<file path="src/rtl/button_command_unit_if.sv">
// Button command bundle: debouncer/sort-engine inputs and command outputs.
interface button_command_unit_if;
   logic [4:0] btn;
   logic [4:0] btnReady;
   logic       sortDone;
   logic [1:0] state;
   logic       stepPulse;
   logic       resetReq;
   logic [1:0] algoSel;
   logic [2:0] speedSel;

   modport master (
      output btn, btnReady, sortDone,
      input  state, stepPulse, resetReq, algoSel, speedSel
   );

   modport slave (
      input  btn, btnReady, sortDone,
      output state, stepPulse, resetReq, algoSel, speedSel
   );
endinterface

</file>
<file path="src/rtl/button_command_unit.sv">
// Turns debounced button presses into run/step/algo/speed commands,
// with U/D hold-to-repeat and a C long-press abort.
module button_command_unit #(
   parameter int NUM_ALGOS        = 4,
   parameter int MAX_SPEED        = 7,
   parameter int HOLD_COUNT       = 50000000,
   parameter int REPEAT_COUNT     = 10000000,
   parameter int LONG_PRESS_COUNT = 100000000
) (
   input logic                   clk,
   input logic                   rstN,
   button_command_unit_if.slave  bus
);
   typedef enum logic [1:0] {
      IDLE    = 2'd0,
      RUNNING = 2'd1,
      PAUSED  = 2'd2,
      DONE    = 2'd3
   } state_e;

   localparam logic [2:0]  SPD_MAX   = 3'(MAX_SPEED);
   localparam logic [2:0]  SPD_MID   = 3'(MAX_SPEED / 2);
   localparam logic [1:0]  ALGO_LAST = 2'(NUM_ALGOS - 1);
   localparam logic [31:0] HOLD_LAST = 32'(HOLD_COUNT - 1);
   localparam logic [31:0] REP_LAST  = 32'(REPEAT_COUNT - 1);
   localparam logic [31:0] LONG_LAST = 32'(LONG_PRESS_COUNT - 1);

   state_e           state_q;
   logic             step_q, rreq_q;
   logic [1:0]       algo_q;
   logic [2:0]       speed_q;
   logic [4:0]       rdy_q, evt_q, evt_d;
   logic             cAct_q, cAct_d;
   logic [31:0]      cCnt_q, cCnt_d;
   logic [1:0]       hAct_q, hAct_d, hRep_q, hRep_d;
   logic [1:0][31:0] hCnt_q, hCnt_d;
   logic             cHeld, longHit, longFire;
   logic [1:0]       held, tick;
   logic             both, upCmd, dnCmd;

   always_comb begin
      evt_d    = rdy_q & ~bus.btnReady;
      cHeld    = bus.btn[0] & cAct_q;
      longHit  = cHeld & (cCnt_q == LONG_LAST);
      longFire = longHit & (state_q != IDLE);
      cAct_d   = evt_q[0] | (cHeld & ~longHit);
      cCnt_d   = (cAct_d && !evt_q[0]) ? cCnt_q + 32'd1 : '0;
      held     = '0;
      tick     = '0;
      hAct_d   = '0;
      hRep_d   = '0;
      hCnt_d   = '0;
      // index 0 tracks U (btn[1]), index 1 tracks D (btn[2])
      for (int b = 0; b < 2; b++) begin
         held[b]   = bus.btn[b+1] & hAct_q[b];
         tick[b]   = held[b] &
                     (hCnt_q[b] == (hRep_q[b] ? REP_LAST : HOLD_LAST));
         hAct_d[b] = evt_q[b+1] | held[b];
         hRep_d[b] = ~evt_q[b+1] & held[b] & (hRep_q[b] | tick[b]);
         hCnt_d[b] = (evt_q[b+1] || !held[b] || tick[b]) ?
                     '0 : hCnt_q[b] + 32'd1;
      end
      both  = bus.btn[1] & bus.btn[2];
      upCmd = evt_q[1] | (tick[0] & ~both);
      dnCmd = evt_q[2] | (tick[1] & ~both);
   end

   always_ff @(posedge clk) begin
      if (!rstN) begin
         state_q <= IDLE;
         step_q  <= 1'b0;
         rreq_q  <= 1'b0;
         algo_q  <= '0;
         speed_q <= SPD_MID;
         rdy_q   <= '1;
         evt_q   <= '0;
         cAct_q  <= 1'b0;
         cCnt_q  <= '0;
         hAct_q  <= '0;
         hRep_q  <= '0;
         hCnt_q  <= '0;
      end else begin
         rdy_q  <= bus.btnReady;
         evt_q  <= evt_d;
         cAct_q <= cAct_d;
         cCnt_q <= cCnt_d;
         hAct_q <= hAct_d;
         hRep_q <= hRep_d;
         hCnt_q <= hCnt_d;
         step_q <= 1'b0;
         rreq_q <= 1'b0;
         if (state_q == RUNNING && bus.sortDone) state_q <= DONE;
         // one command per cycle; later branches are dropped
         if (longFire) begin
            state_q <= IDLE;
            rreq_q  <= 1'b1;
         end else if (evt_q[0]) begin
            unique case (state_q)
               IDLE:    state_q <= RUNNING;
               RUNNING: state_q <= PAUSED;
               PAUSED:  state_q <= RUNNING;
               DONE: begin
                  state_q <= IDLE;
                  rreq_q  <= 1'b1;
               end
            endcase
         end else if (evt_q[4]) begin
            step_q <= (state_q == IDLE) || (state_q == PAUSED);
         end else if (evt_q[3]) begin
            if (state_q == IDLE) begin
               algo_q <= (algo_q == ALGO_LAST) ? 2'd0 : algo_q + 2'd1;
               rreq_q <= 1'b1;
            end
         end else if (upCmd) begin
            if (speed_q != SPD_MAX) speed_q <= speed_q + 3'd1;
         end else if (dnCmd) begin
            if (speed_q != 3'd0) speed_q <= speed_q - 3'd1;
         end
      end
   end

   assign bus.state     = state_q;
   assign bus.stepPulse = step_q;
   assign bus.resetReq  = rreq_q;
   assign bus.algoSel   = algo_q;
   assign bus.speedSel  = speed_q;
endmodule
</file>
<file path="src/flat_wrapper.sv">
// flat-port wrapper written by rule: the top's interface ports become plain ports
module button_command_unit_flat 
#(
   parameter int NUM_ALGOS        = 4,
   parameter int MAX_SPEED        = 7,
   parameter int HOLD_COUNT       = 50000000,
   parameter int REPEAT_COUNT     = 10000000,
   parameter int LONG_PRESS_COUNT = 100000000
)
  (clk, rstN, bus_btn, bus_btnReady, bus_sortDone, bus_state, bus_stepPulse, bus_resetReq, bus_algoSel, bus_speedSel);
  button_command_unit_if bus_i ();
  input logic clk;
  input logic rstN;
  input wire logic [$bits(bus_i.btn)-1:0] bus_btn;
  input wire logic [$bits(bus_i.btnReady)-1:0] bus_btnReady;
  input wire logic [$bits(bus_i.sortDone)-1:0] bus_sortDone;
  output wire logic [$bits(bus_i.state)-1:0] bus_state;
  output wire logic [$bits(bus_i.stepPulse)-1:0] bus_stepPulse;
  output wire logic [$bits(bus_i.resetReq)-1:0] bus_resetReq;
  output wire logic [$bits(bus_i.algoSel)-1:0] bus_algoSel;
  output wire logic [$bits(bus_i.speedSel)-1:0] bus_speedSel;
  assign bus_i.btn = bus_btn;
  assign bus_i.btnReady = bus_btnReady;
  assign bus_i.sortDone = bus_sortDone;
  assign bus_state = bus_i.state;
  assign bus_stepPulse = bus_i.stepPulse;
  assign bus_resetReq = bus_i.resetReq;
  assign bus_algoSel = bus_i.algoSel;
  assign bus_speedSel = bus_i.speedSel;
  button_command_unit #(.NUM_ALGOS(NUM_ALGOS), .MAX_SPEED(MAX_SPEED), .HOLD_COUNT(HOLD_COUNT), .REPEAT_COUNT(REPEAT_COUNT), .LONG_PRESS_COUNT(LONG_PRESS_COUNT)) u_core (.clk(clk), .rstN(rstN), .bus(bus_i));
endmodule
</file>
<file path="config.mk">
export PLATFORM = sky130hd
export DESIGN_NAME = button_command_unit_flat
export DESIGN_NICKNAME = d
export VERILOG_FILES = /design/src/rtl/button_command_unit_if.sv /design/src/rtl/button_command_unit.sv /design/src/flat_wrapper.sv
export SDC_FILE = /design/constraint.sdc
export NUM_CORES = 1
export LEC_CHECK = 0
export BUFFER_PORTS_ARGS = -buffer_cell sky130_fd_sc_hd__buf_4
export CORE_MARGIN = 4
export CORE_UTILIZATION = 55
export CTS_CLUSTER_DIAMETER = 50
export DETAILED_ROUTE_END_ITERATION = 10
export PLACE_DENSITY_LB_ADDON = 0.2
export SKIP_CTS_REPAIR_TIMING = 1
export SLEW_MARGIN = 20
export SYNTH_ARGS = -nofsm -noshare
export SYNTH_HDL_FRONTEND = slang
export SYNTH_SLANG_ARGS = --single-unit
</file>
<file path="constraint.sdc">
create_clock -name clk -period 3.3 [get_ports clk]
set_clock_uncertainty 0.15 [all_clocks]
set_input_delay 0.165 -clock clk [delete_from_list [all_inputs] [get_ports clk]]
set_output_delay 0.165 -clock clk [all_outputs]
set_load 0.01 [all_outputs]
</file>
==> results_dict.tcl, run 1 <==
set metrics [dict create \
    status "finished clean" \
    detail_route.drc_violations 0 \
    die_w_um 106 \
    slowest_stage "or4_1" \
    diodes 0 \
    synth-compound-area-share 0.0521 \
    hpwl_mm 7.03 \
    synth-xor-area-share 0.129 \
    power_leakage_nw 2.15 \
    synth.area.mux_share 0.0122 \
    clkLatencyLatePin_ps 520 \
    yosys.area_share.simple 0.309 \
    dp_slack_ps 177 \
    path_cells "or4b_1 > or3_4 > o41ai_4 > fa_1 > inv_1 > or4_1 > a21oi_2 > mux2i_1" \
    grt_pass1_vias 4134 \
    switchingPower_mw 0.739 \
    syn_area_mm2 0.00524 \
    nets 666 \
    antenna_found_initial 0 \
    syn_nets 625 \
    fin_hold_ws_ps 263 \
    synth_cells 607 \
    synthAdderAreaFrac 0.0134 \
    fin_tns_setup_ps 0 \
    p_comb_frac 0.026 \
    grt_first_pass_wirelength_mm 18.3 \
    finalCritPeriodShare 0.947 \
    worstReg2RegStart "u_core.hCnt_q[16]$_SDFF_PP0_" \
    initial_utilization 0.567 \
    fillers 720 \
    switching_share 0.214 \
    cts_made_buffers 17 \
    synthFlopType "dfxtp_1" \
    num_io_pins 22 \
    sequentialPowerShare 0.429 \
    path_clk_slew_ps 60 \
    p_int_mw 2.71 \
    max-cap-violations 0 \
    synth_top_family_by_area "simple AND/OR/NAND/NOR gates" \
    final_layout_size_suffix_gt1_frac 0.112 \
    irDropWorstVdd_mv 0.482 \
    critPathKind "flop to flop" \
    syn_avg_cell_area_um2 8.63 \
    core_mm2 0.00924 \
    vias 4245 \
    setup_viol 0 \
    crit_buf_inv 1 \
    die_h_um 106 \
    reg2regPathDepth 8 \
    cts_tree "done" \
    cts_root_buf "clkbuf_8" \
    endpoint_kind "flop" \
    arrival_ps 3420 \
    rrSetupSlack_ps 180 \
    min-delay-start "u_core.rdy_q[0]$_SDFF_PN1_" \
    htree_levels 4 \
    cts.sinks 120 \
    period_minus_slack_ps 3120 \
    grt.overflow.total 0 \
    worstHoldEndpoint "u_core.evt_q[0]$_SDFF_PN0_" \
    first_pass_iters 4 \
    cp_max_fo 5 \
    setup_slack_ps 175 \
    cts_buffer_depth 2 \
    yosysSeqAreaShare 0.459 \
    worstSetupStartpointType "flop" \
    hold_viol_final 0 \
    routabilityCongestion 0.815 \
    syn_to_final_growth_pct 19.5 \
    min_path_type "flop to flop" \
    synthArstFlopShare 0 \
    grt_max_degree 33 \
    slew_violations 0 \
    via_per_inst 5.37 \
    grt_setup_unrepaired "false" \
    wirelength_mm 10.5 \
    cpPeakStageDelay_ps 530 \
    ant_nets 0 \
    routedWlPerCell_um 13.3 \
    power.density_mw_per_mm2 550 \
    synth_seq_cells 120 \
    timing.rr.end "u_core.bus.speedSel[2]$_SDFFE_PN0P_" \
    pwr-share-clk 0.545 \
    grt_use_total 0.200 \
    tightest_slew_ps 561 \
    max_freq_ghz 0.320 \
    port_buffers 19 \
    maxSlewHeadroom 0.626 \
    crit_family "simple AND/OR/NAND/NOR gates" \
    min_path_cells 2 \
    synthDistinctLibCells 44 \
    fp-row-count 35 \
    synth_edf_count 0 \
    yosys_warnings 0 \
    drt_iter0_markers 177 \
    die_area_mm2 0.0112 \
    crit_required_ps 3600 \
]
-- metrics by stage --
stage	cells	total power [mW]	util	cell area, um2
after global placement	743	1.58	0.595	5500
after floorplan	607	1.55	-	5240
after global routing	790	3.56	0.678	6260
after detailed placement	743	1.58	0.595	5500
final	790	3.45	0.678	6260
after CTS	775	3.46	0.661	6110
-- power by group through the flow --
stage               Clock, mW  Combinational [mW]  Sequential, mW
global route             1.98              0.0985            1.48
detailed placement          0              0.0736            1.51
global placement            0              0.0713            1.51
finish                   1.88              0.0883            1.48
floorplan                   0              0.0423            1.51
CTS                      1.91              0.0743            1.48
-- cells in the final DEF (no fill, tap or decap), drive strengths merged, types with 2 or more instances in the layout --
master       instances
nand2b               7
inv                 19
nand4b               3
nand2               60
clkbuf              19
buf                 23
or4                  6
xor2                46
clkinv               4
or3                 18
bufinv               3
ha                   4
nor4b                2
nor3                10
and3                20
xnor2               31
a21oi               22
nor2               115
or4b                 4
o21ai               17
dfxtp              120
and2                 4
mux2                 3
and4                10
nand3               29
mux2i                3
nand4               19
clkinvlp             4
nor4                11
dlygate4sd3         15
-- state kept, by name (all words and copies together) (netlist names) --
name	flops
u_core.hCnt_q	64
u_core.cCnt_q	32
u_core.evt_q	5
u_core.rdy_q	5
u_core.bus.speedSel	3
u_core.bus.algoSel	2
u_core.bus.state	2
u_core.hAct_q	2
u_core.hRep_q	2
u_core.bus.resetReq	1
u_core.bus.stepPulse	1
u_core.cAct_q	1
-- cell usage after synthesis, types with 2 or more instances --
master	instances	area (um2)
a21oi_1	20	100
a21oi_2	2	17.5
and2_1	3	18.8
and3_1	18	113
and3_2	2	15.0
and4_1	9	78.8
buf_2	3	15.0
clkbuf_1	12	45.0
dfxtp_1	120	2400
ha_1	4	50.1
inv_1	17	63.8
mux2_2	3	33.8
mux2i_1	3	30.0
nand2_1	60	225
nand2b_1	7	43.8
nand3_1	29	145
nand4_1	19	119
nand4b_1	3	26.3
nor2_1	115	432
nor3_1	10	50.1
nor4_1	11	68.8
nor4b_1	2	17.5
o21ai_0	17	85.1
or3_1	17	106
or4_1	5	37.5
or4b_1	2	20.0
or4b_2	2	20.0
xnor2_1	31	272
xor2_1	46	403
-- how the worst max path moves through the flow --
stage | to | from | cells after the start
2_1_floorplan | u_core.bus.speedSel[2]$_SDFFE_PN0P_ | u_core.hCnt_q[17]$_SDFF_PP0_ | 9
3_3_place_gp | u_core.bus.speedSel[2]$_SDFFE_PN0P_ | u_core.hCnt_q[17]$_SDFF_PP0_ | 9
3_5_place_dp | u_core.bus.speedSel[2]$_SDFFE_PN0P_ | u_core.hCnt_q[17]$_SDFF_PP0_ | 9
4_1_cts | u_core.bus.speedSel[2]$_SDFFE_PN0P_ | u_core.hCnt_q[17]$_SDFF_PP0_ | 9
5_1_grt | u_core.bus.speedSel[2]$_SDFFE_PN0P_ | u_core.hCnt_q[17]$_SDFF_PP0_ | 9
6_report | u_core.bus.speedSel[2]$_SDFFE_PN0P_ | u_core.hCnt_q[16]$_SDFF_PP0_ | 8
-- area by class of cell --
| class | count | area, um2 | share of cell area |
|---|---|---|---|
| Multi-Input combinational cell | 454 | 2700 | 0.431 |
| Sequential cell | 120 | 2400 | 0.384 |
| Clock buffer | 19 | 442 | 0.0705 |
| Timing Repair Buffer | 38 | 323 | 0.0515 |
| Clock inverter | 13 | 169 | 0.0270 |
| Tap cell | 129 | 161 | 0.0258 |
| Inverter | 17 | 63.8 | 0.0102 |
-- logic make-up (layout without fill, tap and decap cells) --
family / after synthesis / count (layout)
AOI/OAI and AO/OA: 43 / 43
xor gates and xnor gates: 77 / 77
adders and majority gates: 5 / 5
buffers and inverters: 33 / 87
DFF: 120 / 120
muxes: 6 / 6
and+or+nand+nor: 323 / 323
-- worst register-to-register path: cells and delay by family (launching register included) --
family          cells  cell delay (ps)
mux                 1              190
fa+ha+maj           1              250
buf+inv             1               50
compound gates      2              660
flops               1              330
simple gates        3             1420
-- metal layers --
metal | up-vias | share of wire | GRT usage
li1 | 2152 | - | -
met1 | 2002 | 0.46 | 0.248
met2 | 75 | 0.48 | 0.328
met3 | 16 | 0.048 | 0.0600
met4 | 0 | 0.015 | 0.0740
met5 | - | 0 | 0
(Power assumes the default switching activity.)
==> run 2, diff against run 1 <==
BUFFER_PORTS_ARGS = -buffer_cell sky130_fd_sc_hd__buf_2   (was -buffer_cell sky130_fd_sc_hd__buf_4)
==> run 2 against run 1 <==
  * Register-to-register slack gained 30 ps
  * Worst setup slack better by 31 ps
  * Via count shrank 0.99%
  * Combinational power shrank 6.9%
  * Global-route usage is 0.11 points higher
  * Maximum frequency increased by 0.99%
  * Sequential share of layout area increased by 0.62 points
  * Flip-flop and latch count is the same
  * Clock-buffer cell count grew 2
  * Wire length decreased by 0.34%
  * Sequential power is essentially flat
  * Die area is the same
  * Critical path type unchanged
  * Largest cell class unchanged
  * Highest routed layer unchanged
==> results_dict.tcl, run 2 (same netlist as run 1, synthesis figures left out) <==
set metrics [dict create \
    endpoint_kind "flop" \
    use_met3 0.0661 \
    detail_route.drc_violations 0 \
    hold_viol_final 0 \
    crit_buf_inv 1 \
    finalInstanceArea_mm2 0.00616 \
    max_freq_ghz 0.323 \
    cts.sinks 120 \
    worstReg2RegStart "u_core.hCnt_q[16]$_SDFF_PP0_" \
    die_w_um 106 \
    antenna_found_initial 0 \
    place_area_mm2 0.00545 \
    grt.overflow.total 0 \
    mostFrequentLayoutCells "dfxtp_1 (120), nor2_1 (115), nand2_1 (60)" \
    grt_busiest_layer "met2" \
    diodes 0 \
    grt_max_degree 33 \
    max-cap-violations 0 \
    grt_first_pass_wirelength_mm 18.2 \
    dp.cells 743 \
    routedWlPerCell_um 13.3 \
    ant_nets 0 \
    period_minus_slack_ps 3090 \
    status "finished clean" \
    cts_buffer_depth 2 \
    tightest_slew_ps 613 \
    cts_root_buf "clkbuf_8" \
    initial_utilization 0.567 \
    endpoint "u_core.bus.speedSel[2]$_SDFFE_PN0P_" \
    finalCritPeriodShare 0.938 \
    regMostFlops "u_core.hCnt_q" \
    timing.rr.end "u_core.bus.speedSel[2]$_SDFFE_PN0P_" \
    min_path_type "flop to flop" \
    die_area_mm2 0.0112 \
    maxSlewHeadroom 0.591 \
    crit_family "simple AND/OR/NAND/NOR gates" \
    met2_usage 0.316 \
    routabilityCongestion 0.815 \
    wirelength_mm 10.5 \
    htree_levels 4 \
    slowest_stage "or4_1" \
    reg.largest.list "u_core.hCnt_q x64, u_core.cCnt_q x32" \
    crit_required_ps 3600 \
    fin_tns_setup_ps 0 \
    min_path_cells 2 \
    hpwl_mm 6.80 \
    grt_use_total 0.201 \
    critPathKind "flop to flop" \
    fin_hold_ws_ps 262 \
    path_cells "or4b_1 > or3_4 > o41ai_4 > fa_1 > inv_1 > or4_1 > a21oi_2 > mux2i_1" \
    rrSetupSlack_ps 210 \
    met1_usage 0.254 \
    path_clk_slew_ps 60 \
    grt_setup_unrepaired "false" \
    reg2regPathDepth 8 \
    power_leakage_nw 2.12 \
    cts_tree "done" \
    cp.depth 8 \
    fp-row-count 35 \
    finalNonFillerCells 787 \
    cts_made_buffers 17 \
    die_h_um 106 \
    clkLatencyLatePin_ps 520 \
    worstSetupStartpointType "flop" \
    setup_viol 0 \
    vias 4203 \
    largest_reg_flops 64 \
    power.density_mw_per_mm2 536 \
    drt_iter0_markers 214 \
    port_buffers 19 \
    cp_max_fo 5 \
    via_per_inst 5.34 \
    nets 666 \
    core_mm2 0.00924 \
    num_io_pins 22 \
    irDropWorstVdd_mv 0.509 \
    grt_pass1_vias 4113 \
    final_layout_size_suffix_gt1_frac 0.106 \
    cpPeakStageDelay_ps 530 \
    final_common_cell "dfxtp_1" \
    first_pass_iters 4 \
    syn_to_final_growth_pct 17.6 \
    arrival_ps 3390 \
    crit_start "u_core.hCnt_q[16]$_SDFF_PP0_" \
    slew_violations 0 \
]
==> run 2: changes by cell type in the layout (fill, tap and decap cells not counted), sizes merged <==
cell | before | now
clkbuf | 19 | 21
bufinv | 3 | 2
clkinvlp | 4 | 2
inv | 19 | 17
==> run 2: worst min-delay path by stage <==
stage / to / startpoint
after CTS: u_core.rdy_q[4]$_SDFF_PN1_ / bus_btnReady[4]
after global placement: u_core.rdy_q[3]$_SDFF_PN1_ / bus_btnReady[3]
after floorplan: u_core.rdy_q[0]$_SDFF_PN1_ / rstN
after global routing: u_core.evt_q[3]$_SDFF_PN0_ / u_core.rdy_q[3]$_SDFF_PN1_
final: u_core.evt_q[4]$_SDFF_PN0_ / u_core.rdy_q[4]$_SDFF_PN1_
after detailed placement: u_core.rdy_q[4]$_SDFF_PN1_ / bus_btnReady[4]
==> run 2: through the flow <==
step                 util  power [mW]  setup WS (ps)
global placement    0.590        1.57            291
floorplan               -        1.55            455
finish              0.667        3.30            206
detailed placement  0.590        1.58            203
CTS                 0.651        3.31            181
global route        0.667        3.42           35.5
==> run 2: metal layers <==
metal / vias to the layer above / wire (um)
li1: 2153 / -
met1: 1973 / 4970
met2: 63 / 4920
met3: 14 / 453
met4: 0 / 155
met5: - / 0
==> run 2: power by group <==
group / leakage [nW] / internal (mW) / switching, mW
clock: 0.272 / 1.12 / 0.623
combinational: 0.881 / 0.0400 / 0.0422
sequential: 0.970 / 1.47 / 0.0138
==> run 2: worst reg2reg max path, cell delays in order (launching register included) <==
cell and delay [ps]:
dfxtp_1 330, or4b_1 520, or3_4 360, o41ai_4 480, fa_1 250, inv_1 50, or4_1 530, a21oi_2 160
mux2i_1 200
==> run 2: final cells by class <==
type | count | area, um2
Clock inverter | 8 | 98.8
Sequential cell | 120 | 2400
Multi-Input combinational cell | 454 | 2700
Clock buffer | 21 | 459
Inverter | 17 | 63.8
Tap cell | 129 | 161
Fill cell | 731 | 3080
Timing Repair Buffer | 38 | 275
